**src/rtl/dmem_arbiter.sv**
```systemverilog
// Two-requester round-robin arbiter in front of a single-port data memory,
// with a bounded ownership lock and registered read responses.
module dmem_arbiter #(
  parameter int ADDR_W   = 8,
  parameter int DATA_W   = 8,
  parameter int LOCK_MAX = 15
) (
  input  logic              clk,
  input  logic              reset,
  input  logic              r0_req,
  input  logic              r0_we,
  input  logic              r0_lock,
  input  logic [ADDR_W-1:0] r0_addr,
  input  logic [DATA_W-1:0] r0_wdata,
  output logic              r0_gnt,
  output logic              r0_rvalid,
  output logic [DATA_W-1:0] r0_rdata,
  input  logic              r1_req,
  input  logic              r1_we,
  input  logic              r1_lock,
  input  logic [ADDR_W-1:0] r1_addr,
  input  logic [DATA_W-1:0] r1_wdata,
  output logic              r1_gnt,
  output logic              r1_rvalid,
  output logic [DATA_W-1:0] r1_rdata,
  output logic [ADDR_W-1:0] mem_A,
  output logic [DATA_W-1:0] mem_WD,
  output logic              mem_write,
  input  logic [DATA_W-1:0] mem_out,
  output logic              dbg_lock_active,
  output logic [7:0]        dbg_lock_cnt
);

  // Handshake: an access completes in the cycle where rN_req && rN_gnt; the
  // requester holds we/addr/wdata stable until then, and a granted read is
  // answered by rN_rvalid for exactly one cycle after the grant.

  typedef enum logic {UNLOCKED, LOCKED} lock_state_e;

  localparam logic [7:0] LOCK_MAX_C = 8'(LOCK_MAX);

  lock_state_e       state_q, state_d;
  logic              lock_id_q, lock_id_d;
  logic [7:0]        lock_cnt_q, lock_cnt_d;
  logic              last_owner_q, last_owner_d;
  logic              r0_rvalid_q, r1_rvalid_q;
  logic [DATA_W-1:0] r0_rdata_q, r1_rdata_q;

  logic       any_gnt;
  logic       win_id;
  logic       win_lock;
  logic       owner_req;
  logic [7:0] cnt_inc;

  // Arbitration and memory drive; grants are forced low while reset is held.
  always_comb begin
    r0_gnt = 1'b0;
    r1_gnt = 1'b0;
    if (reset) begin
      if (state_q == LOCKED) begin
        r0_gnt = !lock_id_q && r0_req;
        r1_gnt = lock_id_q && r1_req;
      end else if (r0_req && r1_req) begin
        r0_gnt = last_owner_q;
        r1_gnt = !last_owner_q;
      end else begin
        r0_gnt = r0_req;
        r1_gnt = r1_req;
      end
    end
    any_gnt   = r0_gnt || r1_gnt;
    win_id    = r1_gnt;
    win_lock  = r1_gnt ? r1_lock : r0_lock;
    mem_A     = r1_gnt ? r1_addr : r0_addr;
    mem_WD    = r1_gnt ? r1_wdata : r0_wdata;
    mem_write = (r0_gnt && r0_we) || (r1_gnt && r1_we);
  end

  // Lock sequencing: a lock is dropped on an idle owner cycle, an unlocked
  // grant, or once the owner has held LOCK_MAX consecutive grants.
  always_comb begin
    state_d      = state_q;
    lock_id_d    = lock_id_q;
    lock_cnt_d   = lock_cnt_q;
    last_owner_d = last_owner_q;
    owner_req    = lock_id_q ? r1_req : r0_req;
    cnt_inc      = lock_cnt_q + 8'd1;
    if (any_gnt) begin
      last_owner_d = win_id;
    end
    case (state_q)
      UNLOCKED: begin
        if (any_gnt && win_lock && (LOCK_MAX_C > 8'd1)) begin
          state_d    = LOCKED;
          lock_id_d  = win_id;
          lock_cnt_d = 8'd1;
        end
      end
      LOCKED: begin
        if (!owner_req || !win_lock || (cnt_inc >= LOCK_MAX_C)) begin
          state_d    = UNLOCKED;
          lock_cnt_d = 8'd0;
        end else begin
          lock_cnt_d = cnt_inc;
        end
      end
      default: begin
        state_d    = UNLOCKED;
        lock_cnt_d = 8'd0;
      end
    endcase
  end

  always_ff @(posedge clk or negedge reset) begin
    if (!reset) begin
      state_q      <= UNLOCKED;
      lock_id_q    <= 1'b0;
      lock_cnt_q   <= 8'd0;
      last_owner_q <= 1'b1;
      r0_rvalid_q  <= 1'b0;
      r1_rvalid_q  <= 1'b0;
      r0_rdata_q   <= '0;
      r1_rdata_q   <= '0;
    end else begin
      state_q      <= state_d;
      lock_id_q    <= lock_id_d;
      lock_cnt_q   <= lock_cnt_d;
      last_owner_q <= last_owner_d;
      r0_rvalid_q  <= r0_gnt && !r0_we;
      r1_rvalid_q  <= r1_gnt && !r1_we;
      if (r0_gnt && !r0_we) r0_rdata_q <= mem_out;
      if (r1_gnt && !r1_we) r1_rdata_q <= mem_out;
    end
  end

  assign r0_rvalid       = r0_rvalid_q;
  assign r1_rvalid       = r1_rvalid_q;
  assign r0_rdata        = r0_rdata_q;
  assign r1_rdata        = r1_rdata_q;
  assign dbg_lock_active = (state_q == LOCKED);
  assign dbg_lock_cnt    = lock_cnt_q;

endmodule

```
**config.mk**
```make
export PLATFORM = sky130hd
export DESIGN_NAME = dmem_arbiter
export DESIGN_NICKNAME = d
export VERILOG_FILES = /design/src/rtl/dmem_arbiter.sv
export SDC_FILE = /design/constraint.sdc
export NUM_CORES = 1
export LEC_CHECK = 0
export CAP_MARGIN = 30
export CORE_MARGIN = 5
export CORE_UTILIZATION = 26
export DETAILED_ROUTE_END_ITERATION = 8
export PLACE_DENSITY = 0.58
export SYNTH_ARGS = -nofsm -noshare
export SYNTH_HDL_FRONTEND = slang
export SYNTH_SLANG_ARGS = --single-unit
```
**constraint.sdc**
```tcl
create_clock -name clk -period 2 [get_ports clk]
set_input_delay 0.5 -clock clk [delete_from_list [all_inputs] [get_ports clk]]
set_output_delay 0.5 -clock clk [all_outputs]
set_load 0.005 [all_outputs]
```
# Word level (Yosys, flattened, before mapping)
# Cells that the tools add are included.
totals:
  inputBits: 48
  word_cells: 47
  mem_bits_rw: 0
  romBits: 0
  memories: 0
  out_inout_bits: 46
  latchBits: 0
  regBits: 29
classes:
  n_reduce_logical: 19
  muxes: 16
  n_mul: 0
  n_eq_ne: 1
  shift: 0
  n_addsub: 1
  magnitude_cmp: 1
  div_mod_pow: 0
  bitwise: 1
ops:
  columns: ["op", "n"]
  rows:
  - ["$mux 8", 4]
  - ["$pmux 8 s2", 1]
  - ["$mux 1", 10]
  - ["$add 8x1->8 const B", 1]
  - ["$ge 8x4->1 const B", 1]
  - ["$logic_and 1x1->1", 8]
  - ["$logic_not 1->1", 6]
  - ["$logic_or 1x1->1", 4]
  - ["$ne 2x2->1 const B", 1]
  - ["$pmux 1 s2", 1]
  - ["$reduce_and 2->1", 1]
  - ["$not 1->1", 1]

# Logic depth before layout (Yosys ltp)
# Gate-level depths: netlist of run 1.
logic_depth:
  word_depth: 10
  depth_mapped: 8
  depth_no_buf: 6

# Worst setup path after synthesis of run 1
# No wires, ideal clock.
synth_path:
  path_type: "input port to output port"
  startpoint: "input port r0_req"
  endpoint: "output port mem_A[5]"
  path_buffers: 2
  stages: 7
  arrival_ns: 1.598
  path_slack_ns: -0.098
  required_ns: 1.500
  cell_sequence: "and3b_4 > or3_1 > buf_6 > clkinv_2 > buf_2 > nand2_1 > nand2_1"
synth_between:
  elab_chain_cells: 5
synth_rtl:
  columns: ["item", "line", "source"]
  rows:
  - ["from (decl)", "10", "input logic r0_req,"]
  - ["$logic_and 1x1->1", "63", "end else if (r0_req && r1_req) begin"]
  - ["$mux 1", "63", null]
  - ["$mux 1", "60", "if (state_q == LOCKED) begin"]
  - ["$mux 1", "59", "if (reset) begin"]
  - ["via r1_gnt", "23", "output logic r1_gnt,"]
  - ["$mux 8", "74", "mem_A = r1_gnt ? r1_addr : r0_addr;"]
  - ["to (decl)", "26", "output logic [ADDR_W-1:0] mem_A,"]
# The timed path passes the listed nets, and every way through them passes these cells.

# Worst setup path after layout of run 1
layout_path:
  startpoint: "register state_q (netlist: dbg_lock_active)"
  endpoint: "output port mem_WD[4]"
layout_between:
  elab_chain_cells: 3
layout_rtl:
  columns: ["item", "line", "source"]
  rows:
  - ["from (decl)", "42", "lock_state_e state_q, state_d;"]
  - ["from (signal assigned)", "125", "state_q <= state_d;"]
  - ["$mux 1", "60", null]
  - ["$mux 1", "59", null]
  - ["$mux 8", "75", "mem_WD = r1_gnt ? r1_wdata : r0_wdata;"]
  - ["to (decl)", "27", "output logic [DATA_W-1:0] mem_WD,"]
# No other way between the ends.

==> results of run 1 <==
-- synthesized netlist by cell type, drive strengths merged, types with 2 or more instances --
cell type  instances  area share (%)
nor3               4             1.2
inv                3            0.68
and2               5             1.9
buf                4             1.8
ha                 2             1.5
mux2              17              13
nor2               2             1.4
dfrtp             28              43
nand2b             2            0.76
nor2b              3             1.6
o2111ai            2             1.1
a21oi              2            0.61
nand3              2            0.61
nand2             59              13
a211oi             2             1.5
or3                2            0.76
o21ai              3            0.91
o211ai             4             3.6
-- cell type report --
class	instances	area (um2)	share of cell area (%)
timing repair buffer	129	1230	38.1
clock buffer	5	68.8	2.13
tap	77	96.3	2.98
multi-input combinational	126	1010	31.4
timing repair inverter	3	48.8	1.51
clock inverter	3	17.5	0.542
inverter	4	27.5	0.852
sequential	29	727	22.5
-- report_power, final --
group	internal [mW]	switching, mW	leakage (nW)
registers	0.783	0.113	0.362
logic	0.920	0.531	1.11
clock network	0.239	0.231	0.0439
-- through the flow --
step                setup slack [ns]  cells
floorplan                    0.00206    164
global placement              -0.917    351
detailed placement            -0.950    351
CTS                           -0.373    378
global route                  -0.379    376
finish                        -0.328    376
-- sequential cells by signal (all words and copies together) (netlist names) --
name / flops
dbg_lock_cnt: 8
r0_rdata: 8
r1_rdata: 8
dbg_lock_active: 1
last_owner_q: 1
lock_id_q: 1
r0_rvalid: 1
r1_rvalid: 1
-- placed cells by master, fill, tap and decap left out, types with 2 or more instances in the layout --
cell | Yosys | layout
a211oi_2 | 2 | 2
buf_2 | 2 | 15
nand2b_1 | 2 | 2
nand2_2 | 0 | 21
buf_12 | 0 | 3
nand3_1 | 2 | 2
inv_1 | 3 | 3
clkinv_8 | 0 | 4
a21oi_1 | 2 | 2
o2111ai_1 | 2 | 2
clkbuf_8 | 0 | 5
clkbuf_2 | 0 | 2
clkdlybuf4s50_1 | 0 | 71
ha_1 | 2 | 2
dfrtp_1 | 28 | 28
and2_1 | 5 | 5
nor2b_1 | 2 | 2
clkinv_2 | 1 | 2
buf_4 | 1 | 24
mux2_4 | 8 | 8
nor3_1 | 4 | 4
buf_6 | 1 | 11
buf_16 | 0 | 2
mux2_2 | 9 | 9
nand2_1 | 59 | 27
nand2_4 | 0 | 11
o21ai_0 | 2 | 2
o211ai_2 | 3 | 3
-- cell families (layout without fill, tap and decap cells) --
kind of cell               Yosys count  count (layout)  synth area share, %
DFF                                 29              29                 44.2
buffers and inverters                9             144                 2.97
AOI/OAI and AO/OA                   20              20                 11.4
adders and majority gates            2               2                 1.52
xor gates and xnor gates             1               1                0.533
muxes                               18              18                 14.1
and+or+nand+nor                     85              85                 25.3
-- metal layers --
layer  share of wire, %  routed length, um
met1                 40               2270
met2                 47               2700
met3                 11                617
met4                2.1                121
met5                  0                  0
-- worst min-delay path by stage --
stage | from | slack [ns] | to
after floorplan | reset | 0.20 | dbg_lock_active$_DFF_PN0_
after global placement | r0_rdata[2]$_DFFE_PN0P_ | 0.49 | r0_rdata[2]$_DFFE_PN0P_
after detailed placement | r0_rdata[0]$_DFFE_PN0P_ | 0.50 | r0_rdata[0]$_DFFE_PN0P_
after CTS | reset | 0.37 | r1_rdata[1]$_DFFE_PN0P_
after global routing | reset | 0.27 | r1_rdata[1]$_DFFE_PN0P_
final | reset | 0.25 | r1_rdata[1]$_DFFE_PN0P_
-- repair_timing --
item | CTS | global route
hold buffers | 0 | 0
pin swaps | 17 | 25
gates cloned | 5 | 0
gates resized for setup | 127 | 37
setup endpoints to repair | 45 | 33
setup buffers | 14 | 1
==> impl_metrics.ini, run 1 <==
[worst_setup_path]
critical_path_depth = 8
path_class = reg2out
timing.rr.start = dbg_lock_active$_DFF_PN0_
startpoint = dbg_lock_active$_DFF_PN0_
crit_chain = and3b_4 > or3_4 > buf_6 > buf_6 > buf_12 > nand2_4 > nand2_2 > buf_2
critPathRequiredTime_ns = 1.50
end_kind = output pin
endpoint = mem_WD[4]
setup.worst_path.start_class = register
cpMostUsedCell = buf_6
rr_endpoint = r1_rdata[7]$_DFFE_PN0P_
critPathBufInv = 4
critPathMaxStageDelay_ns = 0.38
r2r_slack_ns = 0.03
rr_worst_depth = 8
worst_path_max_delay_cell = dfrtp_1
path_max_fanout = 5
arrival_ns = 1.83
crit_family = simple AND/OR/NAND/NOR gates

[sta]
final.period_utilization_pct = 116
fmax_mhz = 430
tns_ns = -4.98
worst_pin_slew_ns = 0.452
setup_viol = 18
relSlewSlack_pct = 69.8
drv_slew = 0
setup_slack_ns = -0.328
hold_viol = 0
hold-worst-slack_ns = 0.248
finalClockSkew_ns = 0.00239
rsz0062_at_grt = true
period_needed_ns = 2.33

[synthesis]
synth_edf_count = 0
synthCells = 164
synth.cell_area_um2 = 1640
synth_cell_types = 43
yosys_warnings = 0
synth-seq-cells = 29
synth_flop_cell = dfrtp_1
syn_nets = 214
avgSynthCellArea_um2 = 10.0
async_flop_share_pct = 100
synth-seq-area-share_pct = 44.2

[worst_hold_path]
hold_class = in2async

[global_routing]
global_route.usage.met1_pct = 16.0
grt_pass1_wl_mm = 8.31
use_met2_pct = 23.5
grt_overflow = 0
grt_max_degree = 22
grt_pass1_vias = 1743
grt_busiest_layer = met2
antenna_found_initial = 0
met3_usage_pct = 5.16
track_usage_pct = 13.8

[cells_and_area]
fin_util_pct = 51.7
fill_cells = 571
nets = 348
syn2layout_area_growth_pct = 96.4
drive_gt1_share_pct = 44.5
diodes = 0
stdcell_area_um2 = 3230

[cts]
cts_sinks = 29
cts_tree = done
root_buffer = clkbuf_8
h-tree-depth = 2
worstSkewPairLatency_ns = 0.28
clock_path_buffers = 2
cts-buffers-inserted = 5
clk_pin_slew_ns = 0.07

[route]
post-route-drc-count = 0
vias_per_cell = 4.56
drt-initial-drc-count = 36
wl_mm = 5.71
firstDrtPassIters = 4
wl_per_cell_um = 15.2
num_vias = 1714
route.antenna.remaining_nets = 0

[job]
maxCapViolCount = 0

[placement]
place.gp.congestion = 0.789
io_buffers = 93
detailed_place_hpwl_mm = 3.84
place_area_um2 = 2810

[pwr]
power_mw = 2.82
p_leak_nw = 1.52
irDropWorstVdd_mv = 0.614
power_density_nw_per_um2 = 872

[status]
outcome = finished with violations
violations = negative setup slack

[floorplanning]
ios = 94
chipWidth_um = 89.5
row_count = 29
core_um2 = 6240
die_h_um = 89.5
initial_utilization_pct = 26.3
dieArea_um2 = 8010
Note: power is estimated with default switching activity, not from simulation.
==> inputs of run 2 (changes only) <==
--- a/config.mk
+++ b/config.mk
@@ -6,6 +6,7 @@
 export NUM_CORES = 1
 export LEC_CHECK = 0
 export CAP_MARGIN = 30
+export CORE_ASPECT_RATIO = 0.75
 export CORE_MARGIN = 5
 export CORE_UTILIZATION = 26
 export DETAILED_ROUTE_END_ITERATION = 8
==> impl_metrics.ini, run 2 (synthesis gave the netlist of run 1 again) <==
[route]
firstDrtPassIters = 4
wl_mm = 5.54
vias_per_cell = 4.45
num_vias = 1654
wl_per_cell_um = 14.9
post-route-drc-count = 0
route.antenna.remaining_nets = 0
drt-initial-drc-count = 34

[global_routing]
grt_pass1_vias = 1677
grt_overflow = 0
grt_max_degree = 31
antenna_found_initial = 0
track_usage_pct = 13.2
grt_pass1_wl_mm = 8.49

[pwr]
p_clk_share_pct = 15.7
p_leak_nw = 1.44
power_frac_comb_pct = 51.5
netSwitchingPower_mw = 0.818
irDropWorstVdd_mv = 0.535
switching_share_pct = 30.0
power_density_nw_per_um2 = 889
power_frac_seq_pct = 32.8
p_int_mw = 1.91

[sta]
hold_viol = 0
finalClockSkew_ns = 0.00322
final.period_utilization_pct = 111
setup_slack_ns = -0.212
relSlewSlack_pct = 73.8
worst_pin_slew_ns = 0.393
period_needed_ns = 2.21
fmax_mhz = 452
setup_viol = 19
rsz0062_at_grt = true
drv_slew = 0

[worst_setup_path]
worst_path_max_delay_cell = dfrtp_1
crit_chain = and3b_4 > or3_4 > buf_12 > buf_12 > nand2_1 > nand2_1 > buf_2
critPathBufInv = 3
critPathRequiredTime_ns = 1.50
crit_family = simple AND/OR/NAND/NOR gates
path_class = reg2out
arrival_ns = 1.71
path_max_fanout = 8
end_kind = output pin
critPathMaxStageDelay_ns = 0.37
setup.worst_path.start_class = register

[status]
violations = negative setup slack
outcome = finished with violations

[cts]
worstSkewPairLatency_ns = 0.27
root_buffer = clkbuf_8
cts_sinks = 29
h-tree-depth = 2
cts_hold_buf = 0
clock_path_buffers = 2
clk_pin_slew_ns = 0.06
cts_tree = done
cts-buffers-inserted = 5

[placement]
io_buffers = 93
place.gp.congestion = 0.803
detailed_place_hpwl_mm = 3.85
dp_worst_setup_slack_ns = -0.903

[floorplanning]
dieArea_um2 = 8030
row_count = 25
die_h_um = 78.9
chipWidth_um = 102
core_um2 = 6220
ios = 94
initial_utilization_pct = 26.4

[cells_and_area]
diodes = 0
fin_util_pct = 49.3
nets = 342
final_cell_mix = clkdlybuf4s50_1, nand2_1, dfrtp_1
syn2layout_area_growth_pct = 86.8
drive_gt1_share_pct = 37.5
mostFrequentLayoutCell = clkdlybuf4s50_1

[job]
maxCapViolCount = 0

[worst_hold_path]
hold_class = in2async
-- run 2: changes by cell type in the layout (fill, tap and decap cells not counted), sizes merged --
cell / previous run / this run
clkdlybuf4s15: 0 / 2
buf: 56 / 49
clkinv: 6 / 4
clkbuf: 7 / 6
nor2: 2 / 3
clkinvlp: 1 / 0
-- run 2: path summary, 6_finish.rpt --
path	slack [ns]	end	from	cells after the start
setup / recovery	-0.21	mem_A[6]	dbg_lock_active$_DFF_PN0_	7
hold / removal	0.48	dbg_lock_cnt[0]$_DFFE_PN0P_	reset	3
max in group asynchronous	1.21	last_owner_q$_DFFE_PN1N_	reset	3
min in group clk	0.51	r0_rdata[3]$_DFFE_PN0P_	r0_rdata[3]$_DFFE_PN0P_	1
hold reg to reg	0.51	r0_rdata[3]$_DFFE_PN0P_	r0_rdata[3]$_DFFE_PN0P_	1
setup reg to reg	0.04	r1_rdata[2]$_DFFE_PN0P_	dbg_lock_active$_DFF_PN0_	7
-- run 2: cell type report --
type / count / area (um2)
Inverter: 4 / 20.0
Clock inverter: 1 / 5.00
Clock buffer: 5 / 68.8
Multi-Input combinational cell: 127 / 993
Timing Repair inverter: 2 / 17.5
Timing Repair Buffer: 123 / 1140
Fill cell: 594 / 3150
Sequential cell: 29 / 727
Tap cell: 81 / 101
-- run 2: per-stage QoR --
step	total power, mW	hold WS, ns	instances	area [um2]	setup TNS (ns)
after floorplan	1.40	0.204	164	1660	0
after global placement	2.15	0.491	353	2800	-27.79
after detailed placement	2.16	0.494	353	2800	-27.90
after CTS	2.65	0.501	368	2930	-3.57
after global routing	2.92	0.520	372	3070	-4.86
final	2.73	0.478	372	3070	-3.33
-- run 2: what timing repair did --
item / CTS / global route
setup endpoints to repair: 44 / 36
gates cloned: 3 / 1
endpoints found under the hold margin: 0 / 0
setup buffers: 7 / 5
pin swaps: 19 / 11
resized for setup: 101 / 34
-- run 2: power groups by stage --
| stage | clock network, mW | registers [mW] | logic (mW) |
|---|---|---|---|
| 6_report | 0.429 | 0.896 | 1.41 |
| 5_1_grt | 0.477 | 0.925 | 1.52 |
| 4_1_cts | 0.454 | 0.897 | 1.30 |
| 3_5_place_dp | 0 | 0.900 | 1.26 |
| 3_3_place_gp | 0 | 0.898 | 1.25 |
| 2_1_floorplan | 0 | 0.935 | 0.460 |
-- run 2: metal layers --
| layer | share of wire (%) | global-route usage, % |
|---|---|---|
| met3 | 10 | 4.65 |
| met2 | 43 | 21.1 |
| met1 | 46 | 17.4 |
| met5 | 0 | 0 |
| met4 | 0.69 | 2.36 |
-- run 2: tightest hold or removal path, stage by stage --
cell and delay [ns]:
clkdlybuf4s15_1 0.20, buf_4 0.12, buf_4 0.35
==> inputs of run 3 (changes only) <==
--- a/config.mk
+++ b/config.mk
@@ -6,7 +6,6 @@
 export NUM_CORES = 1
 export LEC_CHECK = 0
 export CAP_MARGIN = 30
-export CORE_ASPECT_RATIO = 0.75
 export CORE_MARGIN = 5
 export CORE_UTILIZATION = 26
 export DETAILED_ROUTE_END_ITERATION = 8
==> results of run 3 <==
No change in the layout: final DEF, timing and power equal those of run 1.
